File: src/rtl/fifo_write_arbiter.sv
// Round-robin, credit-aware arbiter sharing the credit FIFO write port among
// NUM_REQ requesters; grants bursts of up to MAX_BURST beats in the re_clk domain.
module fifo_write_arbiter #(
    parameter int NUM_REQ   = 4,
    parameter int WIDTH     = 32,
    parameter int ADDR_W    = 10,
    parameter int MAX_BURST = 8,
    parameter int ID_W      = $clog2(NUM_REQ)
) (
    input  logic                     re_clk,
    input  logic                     re_reset_n,
    input  logic [NUM_REQ-1:0]       req_valid,
    input  logic [NUM_REQ-1:0]       req_last,
    input  logic [NUM_REQ*WIDTH-1:0] req_data,
    output logic [NUM_REQ-1:0]       req_ready,
    input  logic [NUM_REQ-1:0]       req_mask,
    input  logic [ADDR_W:0]          fifo_credit,
    output logic                     fifo_valid,
    output logic [WIDTH-1:0]         fifo_data,
    output logic [ID_W-1:0]          grant_id,
    output logic                     busy,
    output logic                     burst_done
);

    localparam int CNT_W = $clog2(MAX_BURST + 1);

    typedef enum logic {
        IDLE  = 1'b0,
        BURST = 1'b1
    } state_e;

    state_e            state_q, state_d;
    logic [ID_W-1:0]   grant_id_q, grant_id_d;
    logic [ID_W-1:0]   rr_last_q, rr_last_d;
    logic [CNT_W-1:0]  beat_cnt_q, beat_cnt_d;

    logic [WIDTH-1:0]   req_arr [NUM_REQ];
    logic [NUM_REQ-1:0] eligible;
    logic [ID_W-1:0]    pick;
    logic [ID_W-1:0]    cand_id;
    logic               found;
    logic               xfer;
    logic               last_beat;
    int                 cand;

    always_comb begin
        for (int i = 0; i < NUM_REQ; i++) begin
            req_arr[i] = req_data[i*WIDTH +: WIDTH];
        end
    end

    // Search upward with wrap, starting just after the last completed grant.
    always_comb begin
        eligible = req_valid & ~req_mask;
        found    = 1'b0;
        pick     = '0;
        cand     = 0;
        cand_id  = '0;
        for (int k = 1; k <= NUM_REQ; k++) begin
            cand    = (int'(rr_last_q) + k) % NUM_REQ;
            cand_id = ID_W'(cand);
            if (!found && eligible[cand_id]) begin
                found = 1'b1;
                pick  = cand_id;
            end
        end
    end

    // Handshake: a beat moves in any cycle where the granted requester holds
    // req_valid and the FIFO reports non-zero credit; req_ready, fifo_valid and
    // fifo_data are all asserted together, combinationally, in exactly that cycle.
    always_comb begin
        xfer      = (state_q == BURST) && req_valid[grant_id_q] && (fifo_credit != '0);
        last_beat = req_last[grant_id_q] || (beat_cnt_q == CNT_W'(MAX_BURST - 1));
    end

    always_comb begin
        state_d    = state_q;
        grant_id_d = grant_id_q;
        rr_last_d  = rr_last_q;
        beat_cnt_d = beat_cnt_q;
        case (state_q)
            IDLE: begin
                if (found) begin
                    grant_id_d = pick;
                    beat_cnt_d = '0;
                    state_d    = BURST;
                end
            end
            BURST: begin
                if (xfer) begin
                    if (last_beat) begin
                        rr_last_d = grant_id_q;
                        state_d   = IDLE;
                    end else begin
                        beat_cnt_d = beat_cnt_q + 1'b1;
                    end
                end
            end
            default: state_d = IDLE;
        endcase
    end

    always_ff @(posedge re_clk or negedge re_reset_n) begin
        if (!re_reset_n) begin
            state_q    <= IDLE;
            grant_id_q <= '0;
            rr_last_q  <= ID_W'(NUM_REQ - 1);
            beat_cnt_q <= '0;
        end else begin
            state_q    <= state_d;
            grant_id_q <= grant_id_d;
            rr_last_q  <= rr_last_d;
            beat_cnt_q <= beat_cnt_d;
        end
    end

    always_comb begin
        fifo_valid = xfer;
        fifo_data  = xfer ? req_arr[grant_id_q] : '0;
        req_ready  = xfer ? (NUM_REQ'(1) << grant_id_q) : '0;
        burst_done = xfer && last_beat;
        busy       = (state_q == BURST);
        grant_id   = grant_id_q;
    end

endmodule

File: config.mk
export PLATFORM = sky130hd
export DESIGN_NAME = fifo_write_arbiter
export DESIGN_NICKNAME = d
export VERILOG_FILES = /design/src/rtl/fifo_write_arbiter.sv
export SDC_FILE = /design/constraint.sdc
export NUM_CORES = 1
export LEC_CHECK = 0
export BUFFER_PORTS_ARGS = -buffer_cell sky130_fd_sc_hd__clkbuf_2
export CAP_MARGIN = 10
export CORE_AREA = 2 2 74 76
export CTS_BUF_LIST = sky130_fd_sc_hd__clkbuf_8
export CTS_CLUSTER_SIZE = 24
export DETAILED_ROUTE_END_ITERATION = 8
export DIE_AREA = 0 0 76 78
export PLACE_DENSITY = 0.79
export SYNTH_ARGS = -nofsm -noshare
export SYNTH_HDL_FRONTEND = slang
export SYNTH_SLANG_ARGS = --single-unit
File: constraint.sdc
create_clock -name re_clk -period 4.2 [get_ports re_clk]
set_clock_uncertainty 0.05 [all_clocks]
set_input_delay 0.63 -clock re_clk [delete_from_list [all_inputs] [get_ports re_clk]]
set_output_delay 0.63 -clock re_clk [all_outputs]
set_load 0.01 [all_outputs]
# After elaboration in Yosys (flattened, before gate mapping)
# Cells that the tools add are included.
# op_classes
order_cmp	6
shifts	1
n_bitwise	4
addsub	5
reduce_logical	14
muxes	33
eq_ne	4
# ops
op	n
$mux 32	3
$bmux 32 s2	1
$mux 4	4
$lt 2x3->1 const B	5
$mux 1	13
$bmux 1 s2	6
$reduce_bool 11->1	1
$mux 2	4
$pmux 4 s2	1
$logic_and 1x1->1	6
$reduce_and 3->1	2
$add 2x1->2 const B	2
$add 2x2->2 const B	2
$add 4x1->4 const B	1
$and 4x4->4	1
$eq 4x3->1 const B	1
$ne 2x2->1 const B	2
$not 4->4	1
$shl 1x2->4 const A	1
$ge 3x3->1 const B	1
$logic_not 1->1	3
$not 2->3	1
$ne 2x1->1 const B	1
$pmux 1 s2	1
3 further kinds	3
# word_totals
in_bits	153
register_bits	9

# Logic depth before layout (Yosys ltp)
# logic_depth
word_depth	16
mapped_depth	5

# Least setup slack after synthesis
# OpenSTA, ideal clock, no wires.
# synth_path
path_kind	input to output
start	input fifo_credit[1]
end	output req_ready[3]
stages	4
t_arrival_ns	1.972
slack_ns	1.548
path_buffers	0
cell_sequence	or4_4 o311ai_4 inv_1 and3_1
# synth_between
elab_chain_cells	3
# synth_rtl
element	line_no	text
from (decl)	17	input logic [ADDR_W:0] fifo_credit,
$reduce_bool 11->1	73	xfer = (state_q == BURST) && req_valid[grant_id_q] && (fifo_credit != '0);
$logic_and 1x1->1	73	
net fifo_valid	18	output logic fifo_valid,
$mux 4	121	req_ready = xfer ? (NUM_REQ'(1) << grant_id_q) : '0;
to (decl)	15	output logic [NUM_REQ-1:0] req_ready,
# The timed path passes the listed nets, and every way through them passes these cells.

# Worst setup path in the final report
# layout_path
start	register grant_id_q[0], in the netlist grant_id[0]
end	output req_ready[3]
# layout_between
elab_chain_cells	5
elab_cells_between_ends	6
classes_between	shift (1); mux (3); reduce/logical (2)
# layout_rtl
element	line_no	text
from (decl)	33	logic [ID_W-1:0] grant_id_q, grant_id_d;
from (signal assigned)	112	grant_id_q <= grant_id_d;
$bmux 1 s2	73	
$mux 1 (not written as such)	73	
$logic_and 1x1->1 (2 in series)	73	
$mux 4 (*)	121	
# Mark *: on every way between the ends. The rest lies on a longest branch, timed or not. The select of a mux whose other input is x is not followed.

==> metrics.csv <==
stage,metric,value,unit
timing,fmax,310.9,MHz
power,irDropWorstVdd,0.0003404,V
global_route,grt_max_degree,38,
place,dp_hpwl,5431,um
timing,finalCritPeriodShare,0.7659,
setup_path,critPathMaxFanout,37,
timing,rsz0062_at_grt,no,
timing,fin_tns_setup,0,ns
timing,setup_viol,0,
finish,layout.nets,486,
setup_path,end_kind,output pin,
global_route,grt_pass1_wl,10130,um
drt,via_count,2011,
synthesis,ys_seq_elements,9,
floorplan,start_util,0.3278,
drt,drt_pass1_iterations,4,
finish,area_delta_synth_final,64.65,%
power,p_leak,1.423,nW
flow_run,timing.max_cap.violations,0,
drt,route.detailed.drc,0,
synthesis,syn_area,1653,um2
timing,tightest_slew,0.7148,ns
clocking,clk_pin_slew,0.04,ns
timing,finalCriticalPeriod,3.217,ns
timing,final_hold_viol_count,0,
clocking,cts_made_buffers,3,
clocking,post_cts_resized,0,
drt,wirelength,6234,um
synthesis,synthCells,143,
setup_path,startpoint_type,flip-flop,
clocking,clock_latency,0.23,ns
floorplan,die_h,78,um
synthesis,syn_area_per_cell,11.56,um2
clocking,htree_num_levels,1,
clocking,cts-root-buf,clkbuf_8,
timing,maxSlewHeadroom,0.5235,
min_path,hold_class,primary input to async pin,
floorplan,rows,26,
place,gp_congestion,0.7805,
clocking,tritoncts,done,
clocking,ctsHoldBuffers,0,
place,io_buffer_count,193,
global_route,grt_pass1_vias,2161,
floorplan,dieArea,5928,um2
drt,detail-route-antenna-nets,0,
floorplan,fp.dieW,76,um
timing,slew_violations,0,
finish,antenna_cells,0,
setup_path,cp_data_arrival_time,2.54,ns
clocking,cts_buffer_depth,2,
global_route,antenna_found_initial,0,
place,placed_cell_area,2676,um2
finish,fillCellCount,447,
clocking,cts_setup_buffers,0,
clocking,cts_sinks,9,
drt,vias_per_cell,5.015,
setup_path,path_class,flip-flop to output pin,
floorplan,io_pins,194,
setup_path,crit_required,3.52,ns
finish,final_area,2721,um2
global_route,grt_overflow,0,
drt,drtIter0Drc,59,
status,status,"finished, final reports clean",
drt,wl_per_cell,15.55,um
synthesis,synth_seq_area_share,0.1378,
power,power_density,510.7,nW/um2
synthesis,yosys_warnings,0,
floorplan,core,5042,um2
synthesis,ys_types,36,
synthesis,synthesis.nets,297,
global_route,grt_usage,0.2107,
finish,drive_above_1_share,0.7372,
where the power goes:
part           switching, W  internal, W   total, W
logic              0.000457     0.000600    0.00106
clock network     0.0000340    0.0000636  0.0000976
registers          0.000108     0.000127   0.000236
flip-flops by register name, indices dropped and copies added (netlist names):
| name | flops |
|---|---|
| beat_cnt_q | 4 |
| grant_id | 2 |
| rr_last_q | 2 |
| busy | 1 |
worst max-delay path: stages (launching register included):
cell	delay, ns
dfrtp_2	0.75
mux4_2	0.64
o311ai_4	0.10
buf_4	0.37
inv_1	0.09
and3_1	0.19
clkbuf_2	0.12
cells in the final DEF, fill, tap and decap left out, types with 2 or more instances in the layout:
cell,n
and2b_1,3
clkbuf_8,3
nor2_1,5
mux2i_1,3
nor2b_1,31
or4_4,2
mux2_4,2
o21ai_0,2
dfstp_2,2
mux4_2,34
buf_4,3
nand2b_1,4
or3_1,2
a21oi_1,3
inv_1,4
clkbuf_2,193
nand2_1,6
o31ai_1,3
dfrtp_1,6
and3_1,2
nor3b_1,2
per-stage QoR:
step           hold slack [ns]  total power [W]  std cells  setup WS [ns]  utilization
2_1_floorplan           0.2844        0.0009723        143          1.548            -
3_3_place_gp            0.4391         0.001290        397          1.182       0.5308
3_5_place_dp            0.4498         0.001311        397          1.164       0.5308
4_1_cts                 0.2009         0.001413        401         0.9137       0.5397
5_1_grt                 0.2061         0.001508        401         0.7832       0.5397
6_report                0.1946         0.001390        401         0.9830       0.5397
layout make-up:
type | instances | area (um2) | area share
Tap cell | 70 | 87.58 | 0.03218
Clock inverter | 1 | 3.754 | 0.001379
Timing Repair Buffer | 196 | 988.4 | 0.3632
Clock buffer | 3 | 41.29 | 0.01517
Multi-Input combinational cell | 119 | 1360 | 0.4998
Inverter | 3 | 11.26 | 0.004138
Sequential cell | 9 | 229.0 | 0.08414
final timing paths:
| check | startpoint | to | slack [ns] | cells past startpoint |
|---|---|---|---|---|
| worst max-delay path | grant_id[0]$_DFFE_PN0P_ | req_ready[3] | 0.98 | 6 |
| worst min-delay path | re_reset_n | beat_cnt_q[0]$_DFFE_PN0P_ | 0.19 | 1 |
| worst max register to register | grant_id[0]$_DFFE_PN0P_ | rr_last_q[1]$_DFFE_PN1P_ | 1.72 | 5 |
| worst min register to register | beat_cnt_q[2]$_DFFE_PN0P_ | beat_cnt_q[2]$_DFFE_PN0P_ | 0.46 | 1 |
| max in group asynchronous | re_reset_n | rr_last_q[0]$_DFFE_PN1P_ | 3.65 | 1 |
| min in group re_clk | beat_cnt_q[2]$_DFFE_PN0P_ | beat_cnt_q[2]$_DFFE_PN0P_ | 0.46 | 1 |
logic make-up after synthesis:
group,share of synthesized area
adders and majority gates,0.007569
and+or+nand+nor,0.2324
buffers and inverters,0.03936
DFF,0.1378
AOI/OAI and AO/OA,0.07646
muxes,0.5064
per-layer routing:
metal	wire, um	global-route usage	vias to the layer above
met4	104	0.06909	0
met2	3294	0.3848	117
met5	0	0	-
li1	-	-	946
met3	553	0.06047	10
met1	2282	0.2368	938
synth_stat cells:
cell type / count / area (um2)
nor2b_1: 31 / 193.9
a31oi_1: 1 / 6.260
nand2b_1: 4 / 25.02
o21ai_0: 2 / 10.01
dfrtp_1: 7 / 175.2
mux2_2: 1 / 11.26
o31a_1: 1 / 8.760
buf_2: 7 / 35.03
nand4b_1: 1 / 8.760
clkbuf_1: 4 / 15.01
and2b_1: 3 / 22.52
inv_1: 3 / 11.26
buf_1: 1 / 3.750
nor2_1: 5 / 18.77
a41o_1: 1 / 10.01
mux2_4: 2 / 30.03
a21bo_2: 1 / 10.01
dfstp_2: 2 / 52.55
or3_1: 2 / 12.51
and3_1: 2 / 12.51
nand3b_1: 1 / 7.510
nand4_1: 1 / 6.260
o31ai_1: 3 / 22.52
nand2_1: 6 / 22.52
ha_1: 1 / 12.51
nor3b_1: 2 / 15.01
o311ai_4: 1 / 26.28
nor2_2: 1 / 6.260
mux2i_1: 3 / 30.03
mux4_2: 34 / 765.7
or4_4: 2 / 22.52
a2bb2oi_1: 1 / 8.760
nor3_1: 1 / 5.000
nand3_1: 1 / 5.000
a41oi_1: 1 / 8.760
a21oi_1: 3 / 15.01
Note: power is estimated with default switching activity, not from simulation.
